--- config.mk ---
export PLATFORM = sky130hd
export DESIGN_NAME = kirby_anim_sequencer
export DESIGN_NICKNAME = d
export VERILOG_FILES = /design/src/rtl/kirby_anim_pkg.sv /design/src/rtl/frame_tick_gen.sv /design/src/rtl/kirby_anim_sequencer.sv
export SDC_FILE = /design/constraint.sdc
export NUM_CORES = 1
export LEC_CHECK = 0
export ABC_AREA = 1
export CAP_MARGIN = 30
export CORE_MARGIN = 2
export CORE_UTILIZATION = 40
export DETAILED_ROUTE_END_ITERATION = 16
export SYNTH_ARGS = -nofsm -noshare
export SYNTH_HDL_FRONTEND = slang
export SYNTH_SLANG_ARGS = --single-unit
--- constraint.sdc ---
create_clock -name Clk -period 1.6 [get_ports Clk]
set_input_delay 0.16 -clock Clk [delete_from_list [all_inputs] [get_ports Clk]]
set_output_delay 0.16 -clock Clk [all_outputs]
set_load 0.02 [all_outputs]
--- src/rtl/kirby_anim_pkg.sv ---
// Shared action encoding, per-action frame table and sequencer state type
// for the Kirby animation sequencer.
package kirby_anim_pkg;

  typedef enum logic [2:0] {
    ACT_IDLE = 3'd0,
    ACT_WALK = 3'd1,
    ACT_JUMP = 3'd2
  } action_t;

  typedef enum logic [1:0] {
    S_LOOP = 2'd0,
    S_ONCE = 2'd1,
    S_HOLD = 2'd2
  } anim_state_t;

  localparam int         NUM_ENTRIES = 3;
  localparam logic [3:0] FRAME_NUMBER [NUM_ENTRIES] = '{4'd2, 4'd10, 4'd10};
  localparam logic [2:0] ONESHOT_MASK = 3'b100;

  // Unknown actions report a single-frame looping action so indices stay in range.
  function automatic logic [3:0] frame_last(input logic [2:0] act);
    logic [3:0] r;
    r = 4'd0;
    for (int i = 0; i < NUM_ENTRIES; i++) begin
      if (act == 3'(i)) r = FRAME_NUMBER[i[1:0]] - 4'd1;
    end
    return r;
  endfunction

  function automatic logic is_oneshot(input logic [2:0] act);
    logic r;
    r = 1'b0;
    for (int i = 0; i < NUM_ENTRIES; i++) begin
      if (act == 3'(i)) r = ONESHOT_MASK[i[1:0]];
    end
    return r;
  endfunction

endpackage

--- src/rtl/frame_tick_gen.sv ---
// Turns the asynchronous VSYNC-derived frame_clk into a one-Clk display tick
// and divides ticks down into animation steps.
module frame_tick_gen #(
  parameter int TICKS_PER_FRAME = 4
) (
  input  logic Clk,
  input  logic Reset_n,
  input  logic frame_clk,
  input  logic freeze,
  input  logic presc_clr,
  output logic tick,
  output logic step
);

  localparam int             PW         = $clog2(TICKS_PER_FRAME + 1);
  localparam logic [PW-1:0]  PRESC_LAST = PW'(TICKS_PER_FRAME - 1);

  logic          fclk_p0, fclk_p1, fclk_p2;
  logic [PW-1:0] presc;

  // p0/p1 synchronise, p2 is the edge reference
  always_ff @(posedge Clk or negedge Reset_n) begin
    if (!Reset_n) begin
      fclk_p0 <= 1'b0;
      fclk_p1 <= 1'b0;
      fclk_p2 <= 1'b0;
    end else begin
      fclk_p0 <= frame_clk;
      fclk_p1 <= fclk_p0;
      fclk_p2 <= fclk_p1;
    end
  end

  // A frozen edge is dropped outright, so the prescaler phase is preserved.
  assign tick = fclk_p1 & ~fclk_p2 & ~freeze;
  assign step = tick & (presc == PRESC_LAST);

  always_ff @(posedge Clk or negedge Reset_n) begin
    if (!Reset_n) begin
      presc <= '0;
    end else if (presc_clr) begin
      presc <= '0;
    end else if (tick) begin
      presc <= (presc == PRESC_LAST) ? '0 : presc + 1'b1;
    end
  end

endmodule

--- src/rtl/kirby_anim_sequencer.sv ---
// Chooses the playing action and its frame index for the sprite-sheet mapper;
// looping actions wrap, one-shot actions play once, hold, then hand back.
module kirby_anim_sequencer
  import kirby_anim_pkg::*;
#(
  parameter int NUM_ACTIONS     = 3,
  parameter int TICKS_PER_FRAME = 4
) (
  input  logic       Clk,
  input  logic       Reset_n,
  input  logic       frame_clk,
  input  logic [2:0] action_req,
  input  logic       freeze,
  output logic [2:0] character_action_idx,
  output logic [3:0] character_action_frame_idx,
  output logic       anim_done,
  output logic       busy_oneshot
);

  logic        tick, step, presc_clr;

  anim_state_t state_q, state_d;
  logic [2:0]  action_q, action_d;
  logic [3:0]  frame_q, frame_d;
  logic [2:0]  pend_q, pend_d;
  logic        pend_vld_q, pend_vld_d;
  logic        done_d, busy_d;

  logic        req_valid;
  logic        do_switch;
  logic [2:0]  target;
  logic [3:0]  last;

  frame_tick_gen #(
    .TICKS_PER_FRAME (TICKS_PER_FRAME)
  ) u_tick (
    .Clk       (Clk),
    .Reset_n   (Reset_n),
    .frame_clk (frame_clk),
    .freeze    (freeze),
    .presc_clr (presc_clr),
    .tick      (tick),
    .step      (step)
  );

  assign req_valid = (action_req < 3'(NUM_ACTIONS));
  assign last      = frame_last(action_q);

  // The switch decision uses this Clk's latched view, so a request arriving
  // with the tick is honoured on that tick.
  always_comb begin
    pend_d     = pend_q;
    pend_vld_d = pend_vld_q;
    state_d    = state_q;
    action_d   = action_q;
    frame_d    = frame_q;
    done_d     = 1'b0;
    presc_clr  = 1'b0;
    do_switch  = 1'b0;

    if (req_valid) begin
      if (action_req != action_q) begin
        pend_d     = action_req;
        pend_vld_d = 1'b1;
      end else begin
        pend_vld_d = 1'b0;
      end
    end

    target = pend_vld_d ? pend_d : 3'(ACT_IDLE);

    case (state_q)
      S_LOOP: begin
        if (tick && pend_vld_d) begin
          do_switch = 1'b1;
        end else if (step) begin
          frame_d = (frame_q == last) ? 4'd0 : frame_q + 4'd1;
        end
      end
      S_ONCE: begin
        if (step) begin
          if (frame_q == last) begin
            done_d  = 1'b1;
            state_d = S_HOLD;
          end else begin
            frame_d = frame_q + 4'd1;
          end
        end
      end
      S_HOLD: begin
        if (tick) do_switch = 1'b1;
      end
      default: state_d = S_LOOP;
    endcase

    if (do_switch) begin
      action_d   = target;
      frame_d    = 4'd0;
      presc_clr  = 1'b1;
      pend_vld_d = 1'b0;
      state_d    = is_oneshot(target) ? S_ONCE : S_LOOP;
    end

    busy_d = (state_d != S_LOOP);
  end

  always_ff @(posedge Clk or negedge Reset_n) begin
    if (!Reset_n) begin
      state_q      <= S_LOOP;
      action_q     <= 3'd0;
      frame_q      <= 4'd0;
      pend_q       <= 3'd0;
      pend_vld_q   <= 1'b0;
      anim_done    <= 1'b0;
      busy_oneshot <= 1'b0;
    end else begin
      state_q      <= state_d;
      action_q     <= action_d;
      frame_q      <= frame_d;
      pend_q       <= pend_d;
      pend_vld_q   <= pend_vld_d;
      anim_done    <= done_d;
      busy_oneshot <= busy_d;
    end
  end

  assign character_action_idx       = action_q;
  assign character_action_frame_idx = frame_q;

endmodule

[Word-level counts from Yosys, hierarchy flattened]
Cells that the tools add are included.
W data, S select, Z words.
Operators by class
  bitwise gates (word level): 5
  add/sub/neg operators: 2
  order comparisons: 1
  multiplexer cells: 33
  equal/unequal tests: 12
  reduce and logical (&&, ||, !) cells: 8
Operators with widths (number)
  $mux W4: 8
  $mux W3: 6
  $mux W1: 13
  $ne A3 B3 Y1 const B: 4
  $eq A3 B2 Y1 const B: 3
  $pmux W4 S2: 1
  $mux W2: 3
  $reduce_and A5 Y1: 1
  $add A4 B1 Y4 const B: 1
  $eq A4 B4 Y1: 1
  $pmux W2 S2: 1
  $reduce_bool A2 Y1: 2
  $add A3 B1 Y3 const B: 1
  $and A1 B1 Y1: 3
  $eq A3 B1 Y1 const B: 1
  $logic_not A3 Y1: 1
  $lt A3 B2 Y1 const B: 1
  $ne A3 B3 Y1: 1
  $reduce_bool A3 Y1: 1
  $eq A2 B1 Y1 const B: 1
  $eq A2 B2 Y1 const B: 1
  $logic_not A2 Y1: 1
  $not A1 Y1: 2
  $pmux W1 S2: 1
  other kinds (2): 2
Storage, ports and cells
  bits in registers: 21
  output and inout bits: 9
  word-level logic and storage cells: 72

[Logic depth before layout (Yosys ltp)]
  depth in word-level cells: 10
  depth in mapped cells: 11

[Hierarchy]
Synthesis repeated with hierarchy kept, for this count alone.
Second synthesis, totals
  cell total of the unflattened synthesis: 152
  area total of the unflattened synthesis: 1201.2 um^2
Modules (own cells, without submodules)
  kirby_anim_sequencer: cells an instance 126, area each 947.2 um^2, instances 1
  frame_tick_gen: cells an instance 26, area each 254.0 um^2, instances 1

[Least setup slack after synthesis]
Ideal clock, no wire load.
  path type: reg-to-reg
  start point: register action_q[1], in the netlist character_action_idx[1]
  end point: register frame_q[2], in the netlist character_action_frame_idx[2]
  buffers on the path: 1
  slack: 0.127 ns
  period minus slack after synthesis: 1.473 ns
  stages on the path, launching flop included: 10
  arrival: 1.407 ns
  cell sequence: dfrtp_1 > inv_2 > nand2_2 > nand3_2 > o21bai_4 > nand2_2 > o21ai_4 > buf_6 > nand3_1 > nand2_1
Between the ends
  cells in the longest elaborated chain, start to end: 10
  elaborated cells between the ends (all ways): 24
Ends and longest elaborated chain
  start, declared: RTL line kirby_anim_sequencer.sv:23  | logic [2:0] action_q, action_d;
  start signal, assigned: RTL line kirby_anim_sequencer.sv:118  | action_q <= action_d;
  $logic_not A3 Y1: RTL line kirby_anim_pkg.sv:26  | if (act == 3'(i)) r = FRAME_NUMBER[i[1:0]] - 4'd1;
  $mux W1: RTL line kirby_anim_pkg.sv:26
  $mux W4 (2 in series): RTL line kirby_anim_pkg.sv:26
  $eq A4 B4 Y1: RTL line kirby_anim_sequencer.sv:77, kirby_anim_sequencer.sv:82
  $mux W4: RTL line kirby_anim_sequencer.sv:77  | frame_d = (frame_q == last) ? 4'd0 : frame_q + 4'd1;
  $mux W4: RTL line kirby_anim_sequencer.sv:76  | end else if (step) begin
  $mux W4: RTL line kirby_anim_sequencer.sv:74  | if (tick && pend_vld_d) begin
  $pmux W4 S2: RTL line kirby_anim_sequencer.sv:72  | case (state_q)
  $mux W4: RTL line kirby_anim_sequencer.sv:96  | if (do_switch) begin
  end signal, assigned: RTL line kirby_anim_sequencer.sv:119  | frame_q <= frame_d;
  end, declared: RTL line kirby_anim_sequencer.sv:24  | logic [3:0] frame_q, frame_d;
Parallel ways exist; a longest one is shown, timed or not. The select of a mux whose other input is x is not followed.
A chain may end at the register's enable or synchronous reset.

[Worst setup path after layout]
  start point: register frame_q[2], in the netlist character_action_frame_idx[2]
  end point: output character_action_frame_idx[2]
RTL lines
  end, declared: RTL line kirby_anim_sequencer.sv:15  | output logic [3:0] character_action_frame_idx,
No word-level cell between the ends.

==> parameters.txt <==
Parameter                              Value

Drt
  Initial DRC Count    26
  Routed WL per cell    11.0 µm
  DRT Wirelength    2.16 mm
  Vias per Instance    about 4.8
  Total via count after detailed routing    approximately 940
  First-pass detailed-route iteration total    4
  Post-route ant nets    0
  # DRC    0

Timing
  Fin crit period    approximately 1.5 ns
  Setup Viol. Count Final    0
  Peak Freq    651 MHz
  Actual slew at the worst max-slew pin    between 0.2 and 0.3 ns
  Portion of the clock cycle consumed by the worst path in the final layout    0.959
  Post-Route Skew    ~0.0070 ns
  Remaining max-slew budget at the tightest pin    0.818
  Count of pins over their slew limit    0
  Hold Fails Final Rpt    0
  Slack of the critical path    0.0649 ns
  Setup repair after global routing missed its margin    yes

Clocking
  Hold Buf Count CTS    0
  Maximum level of the CTS H-tree    1
  Number of buffers added by the clock tree synthesis step    3
  Root Buffer Master    clkbuf_4
  Total number of clock tree sinks    21
  Clock tree from TritonCTS    done
  Clock latency on the worst-skew pair    0.30 ns
  Longest Clk Path Bufs    2
  Clk pin slew, worst setup/hold paths    0.12 ns

Layout
  Total number of nets in the final design    177
  Non-filler instance count after layout    approximately 200
  Layout cells sized above 1    0.186
  Antenna diodes    0
  Filler Cells Inserted    between 200 and 250
  Layout overhead on the synthesized area    30.2%

Worst setup path
  Worst-path fanout max    5
  Sum of buffers and inverters on the critical path    1
  Type of element launching the critical path    flop
  Required time of the worst setup path    between 1 and 1.5 ns
  Cell at the slowest stage of the critical path    clkdlybuf4s50_1
  Kind of cell with the highest combined delay on the critical path    buffers and inverters
  Stages on the worst setup path    1
  Worst setup path category    flop to output port
  Cell-by-cell trace of the critical path    clkdlybuf4s50_1
  Setup crit end kind    output port
  Crit path arrival time    between 1 and 1.5 ns
  Crit-path max cell delay    0.63 ns
  Worst-case reg-to-reg path depth    10

Floorplan
  Initial Util    0.432
  Placeable core region    0.00252 mm²
  Count of boundary I/O pins    16
  Number of placement rows    18
  Die Ht    56.2 µm
  Overall die width    roughly 56 µm
  Full die area    around 0.0032 mm²

Logic synthesis
  Share of synthesized area occupied by flip-flops and latches    0.483
  Syn_nets    about 150
  Cells after synthesis    around 140
  Post-Synthesis Cell Area    0.00109 mm²
  Register bit total from synthesis    21
  Post-Syn Area per Cell    8.00 µm²
  Yosys warning count    0
  Number of different library cells in the post-synthesis netlist    25

Power and ir drop
  Static leakage    approximately 0.77 nW
  PD cells    roughly 1200 mW/mm²
  Maximum vdd ir drop    between 0.0008 and 0.0009 V

Placed design
  GPL Wtd Cong    0.743
  HPWL after DPL    1.66 mm
  Count of input and output buffers    15
  Cell count after placement    roughly 190
  Worst setup slack after placement    -0.122 ns

Global routing
  Aggregate global-route resource usage    0.158
  Number of global-route vias before repair    929
  Largest net degree at the start of global routing    22
  Antenna violations before repair    0
  First-pass GRT wire length    just under 4 mm
  GRT overflow    0

Outcome
  Status    complete, no violations

Worst hold path
  Class of the most critical hold timing path    primary input to async pin

Job
  Number of max-cap violations    0
==> final timing paths <==
check	startpoint	endpoint	slack, ns
setup / recovery	character_action_frame_idx[2]	character_action_frame_idx[2]	0.06
hold / removal	Reset_n	u_tick.presc[2]	0.18
setup reg to reg	u_tick.presc[0]	character_action_frame_idx[3]	0.13
hold reg to reg	u_tick.fclk_p0	u_tick.fclk_p1	0.37
max in group asynchronous	Reset_n	character_action_idx[1]	1.18
min in group Clk	frame_clk	u_tick.fclk_p0	0.29
==> flip-flops by register name, summed over array words and instances, names as in the netlist <==
| register | count |
|---|---|
| busy_oneshot | 1 |
| pend_vld_q | 1 |
| u_tick.fclk_p1 | 1 |
| state_q | 2 |
| character_action_idx | 3 |
| anim_done | 1 |
| u_tick.fclk_p2 | 1 |
| character_action_frame_idx | 4 |
| u_tick.presc | 3 |
| u_tick.fclk_p0 | 1 |
| pend_q | 3 |
==> power breakdown <==
part	total (mW)	internal (mW)	switching [mW]	leakage, nW
combinational	0.670	0.291	0.378	0.489
clock	0.256	0.0972	0.159	0.0150
sequential	0.714	0.628	0.0860	0.270
total	1.64	1.02	0.623	0.774
==> logic make-up after synthesis <==
logic type / count (synthesis) / share of synthesized area
buffers and inverters: 25 / 0.0931
AND/OR/NAND/NOR: 72 / 0.295
XOR/XNOR: 1 / 0.00805
flip-flops: 21 / 0.483
AO/OA/AOI/OAI: 15 / 0.0977
adder cells (fa/ha/maj): 2 / 0.0230
==> routing by layer <==
layer	track usage	vias to the layer above	wire length [µm]
li1	-	495	-
met1	0.192	424	999
met2	0.259	19	1020
met3	0.0326	4	89
met4	0.0884	0	48
met5	0	-	0
==> cells in the mapped netlist <==
| library cell | count | area, µm² |
|---|---|---|
| o21ai_4 | 1 | 16.3 |
| xor2_1 | 1 | 8.76 |
| a31oi_1 | 1 | 6.26 |
| buf_6 | 1 | 11.3 |
| inv_2 | 2 | 7.51 |
| ha_1 | 2 | 25.0 |
| or2_1 | 1 | 6.26 |
| o21bai_4 | 1 | 18.8 |
| a21o_1 | 1 | 7.51 |
| and3_1 | 1 | 6.26 |
| nand3_1 | 17 | 85.1 |
| nor2_1 | 12 | 45.0 |
| nand3_2 | 1 | 10.0 |
| nor2_2 | 1 | 6.26 |
| o21ai_1 | 2 | 10.0 |
| o21ai_0 | 5 | 25.0 |
| nand3b_1 | 1 | 7.51 |
| and2_1 | 1 | 6.26 |
| nand4_1 | 1 | 6.26 |
| a21boi_1 | 1 | 7.51 |
| inv_1 | 22 | 82.6 |
| dfrtp_1 | 21 | 526 |
| nand2_1 | 33 | 124 |
| nand2_2 | 3 | 18.8 |
| a21oi_1 | 3 | 15.0 |
==> area by class of cell <==
cell class | instances | area [µm²] | share of cell area
repair buffers | 28 | 263 | 0.185
flip-flops and latches | 21 | 528 | 0.372
clock buffers | 4 | 26.3 | 0.0185
well taps | 30 | 37.5 | 0.0265
multi-input cells | 90 | 473 | 0.334
inverters | 24 | 90.1 | 0.0635
==> stage by stage <==
stage / total power, mW / area (µm²) / hold WS, ns / setup TNS [ns] / util
after floorplan: 1.12 / 1090 / -0.136 / 0 / -
after global placement: 1.36 / 1370 / 0.351 / -0.488 / 0.542
after detailed placement: 1.38 / 1370 / 0.336 / -1.19 / 0.542
after CTS: 1.64 / 1400 / 0.180 / 0 / 0.554
after global routing: 1.78 / 1420 / 0.191 / -0.117 / 0.562
final: 1.64 / 1420 / 0.182 / 0 / 0.562
==> cells in the final DEF, fill, tap and decap left out, types with 2 or more instances in the layout <==
cell,netlist,layout
nor2_2,1,3
nand2_1,33,32
a21oi_1,3,2
o21ai_0,5,4
dfrtp_2,0,2
nand3_1,17,17
clkbuf_4,0,3
dfrtp_1,21,19
nor2_1,12,10
buf_4,0,12
o21ai_1,2,3
inv_1,22,22
inv_2,2,2
clkdlybuf4s50_1,0,14
ha_1,2,2
nand2_2,3,4
==> repair_timing <==
item,CTS,global route
gates resized for setup,1,7
endpoints found under the setup margin,1,9
pin swaps,0,1
buffers inserted,0,1
cloned,0,0
Power figures use the tool's default switching activity.
